### src/rtl/mem_port_arbiter.sv
// mem_port_arbiter: shares the single-ported unified memory bus between
// instruction fetch and the MEM-stage data port. One beat at a time, data
// has priority, each beat is watched by a timeout, and memory-wait
// stall/bubble requests are produced for the pipeline control.
module mem_port_arbiter #(
  parameter int unsigned ADDR_W  = 64,
  parameter int unsigned DATA_W  = 64,
  parameter int unsigned TIMEOUT = 255
) (
  input  logic                clk,
  input  logic                rst,
  // instruction fetch port
  input  logic                if_req,
  input  logic [ADDR_W-1:0]   if_addr,
  output logic [DATA_W-1:0]   if_rdata,
  output logic                if_valid,
  input  logic                flush_fetch,
  // data port
  input  logic                dm_req,
  input  logic                dm_we,
  input  logic [ADDR_W-1:0]   dm_addr,
  input  logic [DATA_W-1:0]   dm_wdata,
  input  logic [DATA_W/8-1:0] dm_wstrb,
  output logic [DATA_W-1:0]   dm_rdata,
  output logic                dm_valid,
  // memory bus
  output logic                bus_req,
  output logic                bus_we,
  output logic [ADDR_W-1:0]   bus_addr,
  output logic [DATA_W-1:0]   bus_wdata,
  output logic [DATA_W/8-1:0] bus_wstrb,
  input  logic                bus_ready,
  input  logic [DATA_W-1:0]   bus_rdata,
  // pipeline control
  output logic                stall_front,
  output logic                stall_back,
  output logic                flush_D,
  output logic                bus_err
);

  localparam int unsigned STRB_W = DATA_W / 8;
  localparam int unsigned CNT_W  = $clog2(TIMEOUT + 1);
  localparam logic [CNT_W-1:0] CNT_MAX  = CNT_W'(TIMEOUT);
  localparam logic [CNT_W-1:0] CNT_LAST = CNT_W'(TIMEOUT - 1);

  typedef enum logic [1:0] {IDLE, FETCH, DATA} state_t;

  state_t              state_q,     state_d;
  logic                bus_req_q,   bus_req_d;
  logic                bus_we_q,    bus_we_d;
  logic [ADDR_W-1:0]   bus_addr_q,  bus_addr_d;
  logic [DATA_W-1:0]   bus_wdata_q, bus_wdata_d;
  logic [STRB_W-1:0]   bus_wstrb_q, bus_wstrb_d;
  logic [CNT_W-1:0]    cnt_q,       cnt_d;
  logic                discard_q,   discard_d;
  logic                err_q,       err_d;

  logic busy, beat_done, timed_out, finish, fetch_drop;

  // completion / timeout decode and the same-cycle response pulses
  always_comb begin
    busy       = (state_q != IDLE);
    beat_done  = busy & bus_ready;
    // the current cycle is the TIMEOUT-th one without ready
    timed_out  = busy & ~bus_ready & (cnt_q == CNT_LAST);
    finish     = beat_done | timed_out;
    // a redirect seen during the beat or on its last cycle kills the word
    fetch_drop = discard_q | flush_fetch;
    if_valid   = (state_q == FETCH) & finish & ~fetch_drop;
    dm_valid   = (state_q == DATA)  & finish;
    // timeout returns zero so the consumer never sees stale bus data
    if_rdata   = beat_done ? bus_rdata : '0;
    dm_rdata   = beat_done ? bus_rdata : '0;
  end

  // memory-wait stalls; a D bubble only when the back end is moving
  always_comb begin
    stall_back  = dm_req & ~dm_valid;
    stall_front = stall_back | (if_req & ~if_valid);
    flush_D     = if_req & ~if_valid & ~stall_back;
  end

  // arbitration and beat sequencing
  always_comb begin
    state_d     = state_q;
    bus_req_d   = bus_req_q;
    bus_we_d    = bus_we_q;
    bus_addr_d  = bus_addr_q;
    bus_wdata_d = bus_wdata_q;
    bus_wstrb_d = bus_wstrb_q;
    cnt_d       = cnt_q;
    discard_d   = discard_q;
    err_d       = err_q;
    unique case (state_q)
      IDLE: begin
        cnt_d     = '0;
        discard_d = 1'b0;
        if (dm_req) begin
          state_d     = DATA;
          bus_req_d   = 1'b1;
          bus_we_d    = dm_we;
          bus_addr_d  = dm_addr;
          bus_wdata_d = dm_wdata;
          bus_wstrb_d = dm_wstrb;
        end else if (if_req && !flush_fetch) begin
          state_d     = FETCH;
          bus_req_d   = 1'b1;
          bus_we_d    = 1'b0;
          bus_addr_d  = if_addr;
          bus_wstrb_d = '0;
        end
      end
      FETCH, DATA: begin
        if (finish) begin
          // always one IDLE cycle so a not-yet-dropped req is not reissued
          state_d   = IDLE;
          bus_req_d = 1'b0;
          cnt_d     = '0;
          discard_d = 1'b0;
          err_d     = err_q | timed_out;
        end else begin
          if (cnt_q != CNT_MAX) cnt_d = cnt_q + CNT_W'(1);
          if (state_q == FETCH && flush_fetch) discard_d = 1'b1;
        end
      end
      default: begin
        state_d   = IDLE;
        bus_req_d = 1'b0;
      end
    endcase
  end

  // state and registered bus outputs
  always_ff @(posedge clk) begin
    if (rst) begin
      state_q     <= IDLE;
      bus_req_q   <= 1'b0;
      bus_we_q    <= 1'b0;
      bus_addr_q  <= '0;
      bus_wdata_q <= '0;
      bus_wstrb_q <= '0;
      cnt_q       <= '0;
      discard_q   <= 1'b0;
      err_q       <= 1'b0;
    end else begin
      state_q     <= state_d;
      bus_req_q   <= bus_req_d;
      bus_we_q    <= bus_we_d;
      bus_addr_q  <= bus_addr_d;
      bus_wdata_q <= bus_wdata_d;
      bus_wstrb_q <= bus_wstrb_d;
      cnt_q       <= cnt_d;
      discard_q   <= discard_d;
      err_q       <= err_d;
    end
  end

  assign bus_req   = bus_req_q;
  assign bus_we    = bus_we_q;
  assign bus_addr  = bus_addr_q;
  assign bus_wdata = bus_wdata_q;
  assign bus_wstrb = bus_wstrb_q;
  assign bus_err   = err_q;

endmodule

### config.mk
export PLATFORM = sky130hd
export DESIGN_NAME = mem_port_arbiter
export DESIGN_NICKNAME = d
export VERILOG_FILES = /design/src/rtl/mem_port_arbiter.sv
export SDC_FILE = /design/constraint.sdc
export NUM_CORES = 1
export LEC_CHECK = 0
export CELL_PAD_IN_SITES_DETAIL_PLACEMENT = 0
export CELL_PAD_IN_SITES_GLOBAL_PLACEMENT = 2
export CORE_ASPECT_RATIO = 0.7
export CORE_MARGIN = 2
export CORE_UTILIZATION = 18
export DETAILED_ROUTE_END_ITERATION = 8
export PLACE_DENSITY_LB_ADDON = 0.1
export RECOVER_POWER = 100
export SYNTH_ARGS = -nofsm -noshare
export SYNTH_HDL_FRONTEND = slang
export SYNTH_SLANG_ARGS = --single-unit
### constraint.sdc
create_clock -name clk -period 6 [get_ports clk]
set_input_delay 1.2 -clock clk [delete_from_list [all_inputs] [get_ports clk]]
set_output_delay 1.2 -clock clk [all_outputs]
set_load 0.02 [all_outputs]
* Word-level counts from Yosys, hierarchy flattened
Index checks and enable logic that the tools add are counted.
** Storage, ports and cells
- Register bits after elaboration :: 150
- Latch bits :: 0
- Bits in writable memories :: 0
- Bits in read-only memories :: 0
- Bits of input ports :: 271
- Output and inout port bits :: 272
- Logic and storage cells :: 71
- Memories :: 0
** Operators by class
- $add $sub $neg :: 1
- $mul :: 0
- Divide/modulo/power cells :: 0
- $lt $le $gt $ge :: 0
- Equal/unequal tests :: 8
- Shifts and indexed selects :: 0
- Mux-type cells :: 21
- Bitwise gates (word level) :: 18
- Reductions and logical operators :: 14
** Operator list (number)
- 2-to-1 mux 64 bit :: 3
- 2-to-1 mux 8 bit :: 4
- one-hot mux 8 bit (2 select lines) :: 1
- AND reduction 2 bit :: 6
- bitwise AND 1 bit :: 9
- inequality test 3 bit (second input constant) :: 3
- adder 8 x 1 -> 8 bit (second input constant) :: 1
- equality test 8 bit (second input constant) :: 1
- inequality test 8 bit (second input constant) :: 1
- 2-to-1 mux 1 bit :: 7
- 2-to-1 mux 2 bit :: 3
- nonzero test 2 bit :: 3
- NOT 1 bit :: 5
- OR 1 bit :: 4
- one-hot mux 1 bit (2 select lines) :: 2
- one-hot mux 2 bit (2 select lines) :: 1
- equality test 2 x 1 -> 1 bit (second input constant) :: 1
- equality test 2 bit (second input constant) :: 1
- logical AND 1 bit :: 2
- zero test 2 bit :: 1
- inequality test 2 bit (second input constant) :: 1
- OR reduction 2 bit :: 1
- zero test 1 bit :: 1

* Depth between registers and ports, before layout
Gate-level depths: netlist (run 1).
- Depth in word-level cells :: 9
- Depth in mapped cells :: 8
- Depth with buffers taken out :: 6

* Least setup slack after synthesis (run 1)
No wires, ideal clock.
- Path type :: in2out
- Start :: input bus_ready
- End :: output flush_D
- Data arrival time :: 2177 ps
- Required time :: 4800 ps
- Setup slack :: 2623 ps
- Stages on the path :: 4
- Path buffers :: 0
- Cells stage by stage :: or2b_2 -> o31ai_4 -> nand2_2 -> a221oi_2
** Between the ends
- Word-level cells in the longest chain between the ends :: 9
- Elaborated cells between the ends (all ways) :: 14
- Classes of those cells :: 14 x bitwise
** Ends and longest elaborated chain
- start, declared :: RTL line 32 : input logic bus_ready,
- NOT 1 bit :: RTL line 65 : timed_out = busy & ~bus_ready & (cnt_q == CNT_LAST);
- bitwise AND 1 bit (2 in a row) :: RTL line 65
- OR 1 bit * :: RTL line 66 : finish = beat_done | timed_out;
- bitwise AND 1 bit (on tied branches) :: RTL line 69, 70
- bitwise AND 1 bit or NOT 1 bit (tied branches) :: RTL line 69, 78
- NOT 1 bit or bitwise AND 1 bit (tied branches) :: RTL line 80, 78
- bitwise AND 1 bit or NOT 1 bit (tied branches) :: RTL line 80 : flush_D = if_req & ~if_valid & ~stall_back;
- bitwise AND 1 bit * :: RTL line 80
- end, declared :: RTL line 37 : output logic flush_D,
Mark *: on every way between the ends. The rest lies on a longest branch, timed or not.

* Worst setup path in the final report (run 1)
- Start :: register state_q[0]
- End :: output if_rdata[6]
** Between the ends
- Word-level cells in the longest chain between the ends :: 3
** Ends and longest elaborated chain
- start, declared :: RTL line 48 : state_t state_q, state_d;
- start signal, assigned :: RTL line 146 : state_q <= state_d;
- nonzero test 2 bit :: RTL line 62 : busy = (state_q != IDLE);
- bitwise AND 1 bit :: RTL line 63 : beat_done = busy & bus_ready;
- 2-to-1 mux 64 bit :: RTL line 72 : if_rdata = beat_done ? bus_rdata : '0;
- end, declared :: RTL line 15 : output logic [DATA_W-1:0] if_rdata,
Every way passes these cells.

==> results of run 1 <==
cell usage after synthesis, drive strengths merged, types with 2 or more instances:
cell type    n  area, um^2
a211oi      66         495
a21o         2        15.0
a21oi       68         340
a221oi       2        30.0
a22o         2        18.8
a22oi        9        67.6
and2         3        20.0
and3        66         414
buf        105         684
clkbuf      30         114
dfxtp      150        3000
ha           5        62.6
inv         11        41.3
mux2i       64         641
nand2      134         505
nand2b       3        18.8
nand4        3        33.8
nor2        77         289
nor3         4        20.0
o211ai       2        20.0
o21a         2        15.0
o21ai        8        43.8
xnor2        2        17.5
routing by layer:
metal  routed length [um]  vias up
met5                   66        -
met4                  510       10
met3                 2640       37
met2                15600      205
met1                14200     3253
li1                     -     3713
flip-flops by register name (all words and copies together), names as in the netlist:
name       count
bus_wdata     64
cnt_q          8
bus_addr      64
state_q        2
bus_we         1
discard_q      1
bus_err        1
bus_req        1
bus_wstrb      8
power by group:
part / internal, mW / switching (mW) / leakage (nW)
clock network: 0.628 / 0.476 / 0.284
logic: 0.613 / 0.809 / 4.29
registers: 1.14 / 0.0703 / 1.24
total: 2.38 / 1.36 / 5.81
cells by family (layout without fill, tap and decap cells):
family	after synthesis	count (layout)
AND/OR/NAND/NOR	298	298
AO/OA/AOI/OAI	171	171
adder cells (fa/ha/maj)	5	5
XOR/XNOR	2	2
multiplexers	64	64
flip-flops	150	150
buffers and inverters	146	591
other	0	2
cell type report:
class                   count  area, um^2
clock buffers              19         443
well taps                 527         659
diodes                      2        5.00
repair buffers            548        5440
inverters                  11        41.3
clock inverters            13         150
flip-flops and latches    150        3000
multi-input cells         540        3230
fillers                  4097       25700
critical path: stages, from the launching register on:
cell and delay (ns):
dfxtp_1 0.36, inv_1 0.07, ha_1 0.39, inv_1 0.62, clkbuf_2 0.70, and3_1 0.40, dlygate4sd3_1 0.72
final timing paths:
| check | from | to | slack [ns] | cells after the start |
|---|---|---|---|---|
| setup / recovery | state_q[0] | if_rdata[6] | 1.08 | 6 |
| hold reg to reg | bus_wdata[4] | bus_wdata[4] | 0.45 | 2 |
| hold / removal | bus_wdata[4] | bus_wdata[4] | 0.45 | 2 |
| setup reg to reg | state_q[0] | bus_wstrb[2] | 2.07 | 6 |
cell usage in the layout, fill, tap and decap left out, types with 5 or more instances in the layout:
cell / n
a211oi_1: 66
a21oi_1: 68
a22oi_1: 9
and3_1: 65
clkbuf_16: 17
clkdlybuf4s50_1: 270
clkinv_4: 7
dfxtp_1: 150
dlygate4sd3_1: 269
ha_1: 5
inv_1: 11
mux2i_1: 64
nand2_1: 132
nor2_1: 77
o21ai_0: 6
per-stage QoR:
step	total power, mW	utilization	instance area, um^2	instances
2_1_floorplan	2.04	-	7090	836
3_3_place_gp	2.78	0.321	12400	1776
3_5_place_dp	2.77	0.321	12400	1776
4_1_cts	3.91	0.337	13000	1808
5_1_grt	3.97	0.335	13000	1808
6_report	3.74	0.336	13000	1810
==> results.json, run 1 <==
{
  "portBuffers": 542,
  "tightest_slew_ns": 3.52,
  "drtPass1Iterations": 4,
  "globalRouteMet1Util": 0.187,
  "syn2layout_area_growth_pct": 83.0,
  "drv_slew": 196,
  "yosys.area_share.simple": 0.195,
  "dieArea_mm2": 0.0410,
  "p_per_area_mw_per_mm2": 288,
  "hold_path_class": "flip-flop to flip-flop",
  "ys_seq_elements": 150,
  "yosysWarnings": 0,
  "wire_per_inst_um": 18.2,
  "nets": 1544,
  "die_w_um": 241,
  "setup_ws_ns": 1.08,
  "p_leak_nw": 5.81,
  "syn_area_mm2": 0.00709,
  "synthMuxAreaShare": 0.0903,
  "cts_inserted_buffers": 17,
  "violations": "capacitance limit, slew limit",
  "rows": 60,
  "synth_top_family_by_area": "simple AND/OR/NAND/NOR gates",
  "postCtsSetupBuffers": 0,
  "synth_ff_type": "dfxtp_1",
  "status": "complete, but fails checks",
  "cts_max_level": 4,
  "hold_violations": 0,
  "globalRouteOverflowTotal": 0,
  "drt_iter0_markers": 209,
  "cts_resized": 0,
  "required_ns": 4.80,
  "tns_ns": 0,
  "grt_use_met2": 0.250,
  "wirelength_mm": 33.0,
  "synth_nets": 1112,
  "cts_tree": "built",
  "arrival_ns": 3.72,
  "drive_gt1_frac": 0.0375,
  "place_hpwl_mm": 24.8,
  "clock_sinks": 150,
  "fp.dieH_um": 170,
  "synthAdderAreaFrac": 0.00882,
  "crit_fanout": 45,
  "skew_ns": 0.00696,
  "fin_crit_ns": 4.92,
  "io_pins": 543,
  "cts_root_buffer": "clkbuf_16",
  "initial_utilization": 0.183,
  "setup.worst_path.end_class": "output port",
  "antenna_found_initial": 7,
  "grt_pass1_wl_mm": 46.3,
  "synth-seq-area-share": 0.424,
  "crit_type": "flip-flop to output port",
  "startpoint_type": "flip-flop",
  "clkTransAtPathRegs_ns": 0.07,
  "grt_pass1_vias": 6930,
  "vias": 7218,
  "place_congestion": 0.833,
  "clock_latency_ns": 0.44,
  "busiest_layer": "met2",
  "viasPerCell": 3.99,
  "finalSetupViolations": 0,
  "ctsLongestPathBuffers": 2,
  "hold_buffers": 0,
  "final_antenna_net_count": 0,
  "drcViolationCount": 0,
  "pre_cts_ws_ns": 1.59,
  "grt.met3_usage": 0.0628,
  "slew_headroom": -1.35,
  "synth_compound_area_frac": 0.162,
  "grt_max_degree": 84,
  "post_synth_xor_area_fraction": 0.00247,
  "core-area_mm2": 0.0387,
  "synth_edf_count": 0,
  "hold_slack_ns": 0.449,
  "period_share": 0.821,
  "drv_cap": 4,
  "async_flop_share": 0,
  "rsz0062_at_grt": "no",
  "peakVddDrop_mv": 0.208,
  "grtUsageTotal": 0.154,
  "avgSynthCellArea_um2": 8.48,
  "ys_types": 53,
  "fmax_ghz": 0.203,
  "postSynthCellCount": 836
}
Power figures use the tool's default switching activity.
==> run 2: changes to the inputs <==
- CORE_UTILIZATION: 18 -> 17
- clock period: 6 -> 4.8 ns (I/O delays scaled with it)
==> results.json, run 2 (synthesis results as in run 1) <==
{
  "hold_slack_ns": 0.449,
  "drtPass1Iterations": 4,
  "path_cells": "inv_1 > ha_1 > nand4b_1 > o31ai_4 > nand2_2 > a221oi_2 > dlygate4sd3_1",
  "syn2layout_area_growth_pct": 84.5,
  "initial_utilization": 0.172,
  "peakVddDrop_mv": 0.251,
  "rows": 62,
  "cts_max_level": 4,
  "rsz0062_at_grt": "no",
  "place_congestion": 0.742,
  "crit_fanout": 11,
  "clkPwrFrac": 0.315,
  "place_hpwl_mm": 24.7,
  "dieArea_mm2": 0.0434,
  "cts_inserted_buffers": 17,
  "io_pins": 543,
  "arrival_ns": 3.14,
  "reg2reg_depth": 6,
  "crit_type": "flip-flop to output port",
  "viasPerCell": 3.96,
  "fillers": 4390,
  "tightest_slew_ns": 2.11,
  "clock_latency_ns": 0.44,
  "fin_area_mm2": 0.0131,
  "nets": 1545,
  "fp.dieH_um": 175,
  "tns_ns": 0,
  "hold_buffers": 0,
  "fin_crit_ns": 4.10,
  "cp_slowest_cell": "dlygate4sd3_1",
  "ctsLongestPathBuffers": 2,
  "holdPathEnd": "bus_wdata[16]",
  "drv_cap": 2,
  "skew_ns": 0.00945,
  "antenna_cells": 0,
  "violations": "capacitance limit, slew limit",
  "cts_tree": "built",
  "internal_power_mw": 3.08,
  "portBuffers": 542,
  "seq_power_share": 0.314,
  "antenna_found_initial": 2,
  "wire_per_inst_um": 17.9,
  "clock_sinks": 150,
  "placed_cell_area_mm2": 0.0125,
  "switching_share": 0.357,
  "holdPathStages": 2,
  "globalRouteOverflowTotal": 0,
  "hold_path_class": "flip-flop to flip-flop",
  "final_cell_mix": "dlygate4sd3_1, clkdlybuf4s50_1, dfxtp_1",
  "grt_pass1_wl_mm": 47.3,
  "period_share": 0.854,
  "clkTransAtPathRegs_ns": 0.07,
  "r2r-end": "bus_addr[45]",
  "slew_headroom": -0.407,
  "cts_root_buffer": "clkbuf_16",
  "vias": 7228,
  "p_switching_mw": 1.71,
  "die_w_um": 248,
  "comb_power_share": 0.371,
  "fmax_ghz": 0.244,
  "cts_resized": 0,
  "setup.worst_path.end_class": "output port",
  "regToRegSetupSlack_ns": 1.53,
  "drt_iter0_markers": 192,
  "grt_max_degree": 97,
  "final_antenna_net_count": 0,
  "drv_slew": 132,
  "drive_gt1_frac": 0.0421,
  "wirelength_mm": 32.8,
  "status": "complete, but fails checks",
  "p_per_area_mw_per_mm2": 366,
  "multi_input_area_mm2": 0.00323,
  "required_ns": 3.84,
  "hold_start": "bus_wdata[16]",
  "p_leak_nw": 5.86,
  "grtUsageTotal": 0.147,
  "critical-path-max-stage-delay_ns": 0.72,
  "finalSetupViolations": 0,
  "core-area_mm2": 0.0411,
  "hold_violations": 0,
  "postCtsSetupBuffers": 0,
  "startpoint_type": "flip-flop",
  "register_area_mm2": 0.00300,
  "grt_pass1_vias": 7008,
  "drcViolationCount": 0,
  "mostFrequentLayoutCell": "dlygate4sd3_1",
  "r2r_start": "state_q[0]"
}
run 2: changes by cell type in the layout (fill, tap and decap cells not counted), moves of 2 or more:
cell             change
buf_4                +2
inv_6                +4
diode_2              -2
buf_12               +2
inv_8                +2
bufinv_16            +2
dlygate4sd3_1        +2
clkbuf_1             -4
clkdlybuf4s50_1      -2
clkinv_4             -6
run 2: cell type report:
| class | instances | area share |
|---|---|---|
| clock buffer | 17 | 0.0325 |
| clock inverter | 15 | 0.0164 |
| sequential | 150 | 0.229 |
| tap | 544 | 0.0520 |
| multi-input combinational | 540 | 0.247 |
| inverter | 11 | 0.00316 |
| timing repair buffer | 549 | 0.419 |
run 2: critical path, delay by kind of cell, from the launching register on:
| kind | cells | cell delay, ns |
|---|---|---|
| DFF | 1 | 0.36 |
| AOI/OAI and AO/OA | 2 | 0.63 |
| adders and majority gates | 1 | 0.35 |
| buffers and inverters | 2 | 0.79 |
| and+or+nand+nor | 2 | 0.56 |
run 2: through the flow:
step                std cells  setup slack (ns)  utilization  total power [mW]
floorplan                 836              1.90            -              2.55
detailed placement       1794              1.20        0.303              3.46
global placement         1794              1.21        0.303              3.46
CTS                      1826             0.837        0.319              5.01
global route             1826             0.436        0.318              5.09
finish                   1826             0.701        0.318              4.80
run 2: power groups by stage:
| stage | Clock [mW] | Sequential, mW | Combinational (mW) |
|---|---|---|---|
| floorplan | 0 | 1.75 | 0.799 |
| global placement | 0 | 1.54 | 1.92 |
| detailed placement | 0 | 1.54 | 1.91 |
| CTS | 1.57 | 1.52 | 1.92 |
| global route | 1.63 | 1.53 | 1.93 |
| finish | 1.51 | 1.51 | 1.78 |
run 2: how the worst max path moves through the flow:
stage,from,endpoint,slack [ns]
2_1_floorplan,bus_ready,flush_D,1.90
3_3_place_gp,bus_ready,flush_D,1.21
3_5_place_dp,bus_ready,flush_D,1.20
4_1_cts,state_q[0],flush_D,0.84
5_1_grt,state_q[0],flush_D,0.44
6_report,state_q[0],flush_D,0.70
run 2: metal layers:
metal / GRT usage / share of wire
met1: 0.173 / 0.42
met2: 0.247 / 0.49
met3: 0.0624 / 0.084
met4: 0.0335 / 0.012
met5: 0 / 0.00070
==> run 3: changes to the inputs <==
- GPL_ROUTABILITY_DRIVEN: not set -> 0
==> results of run 3 <==
Final layout, timing and power as in run 2 (identical DEF).
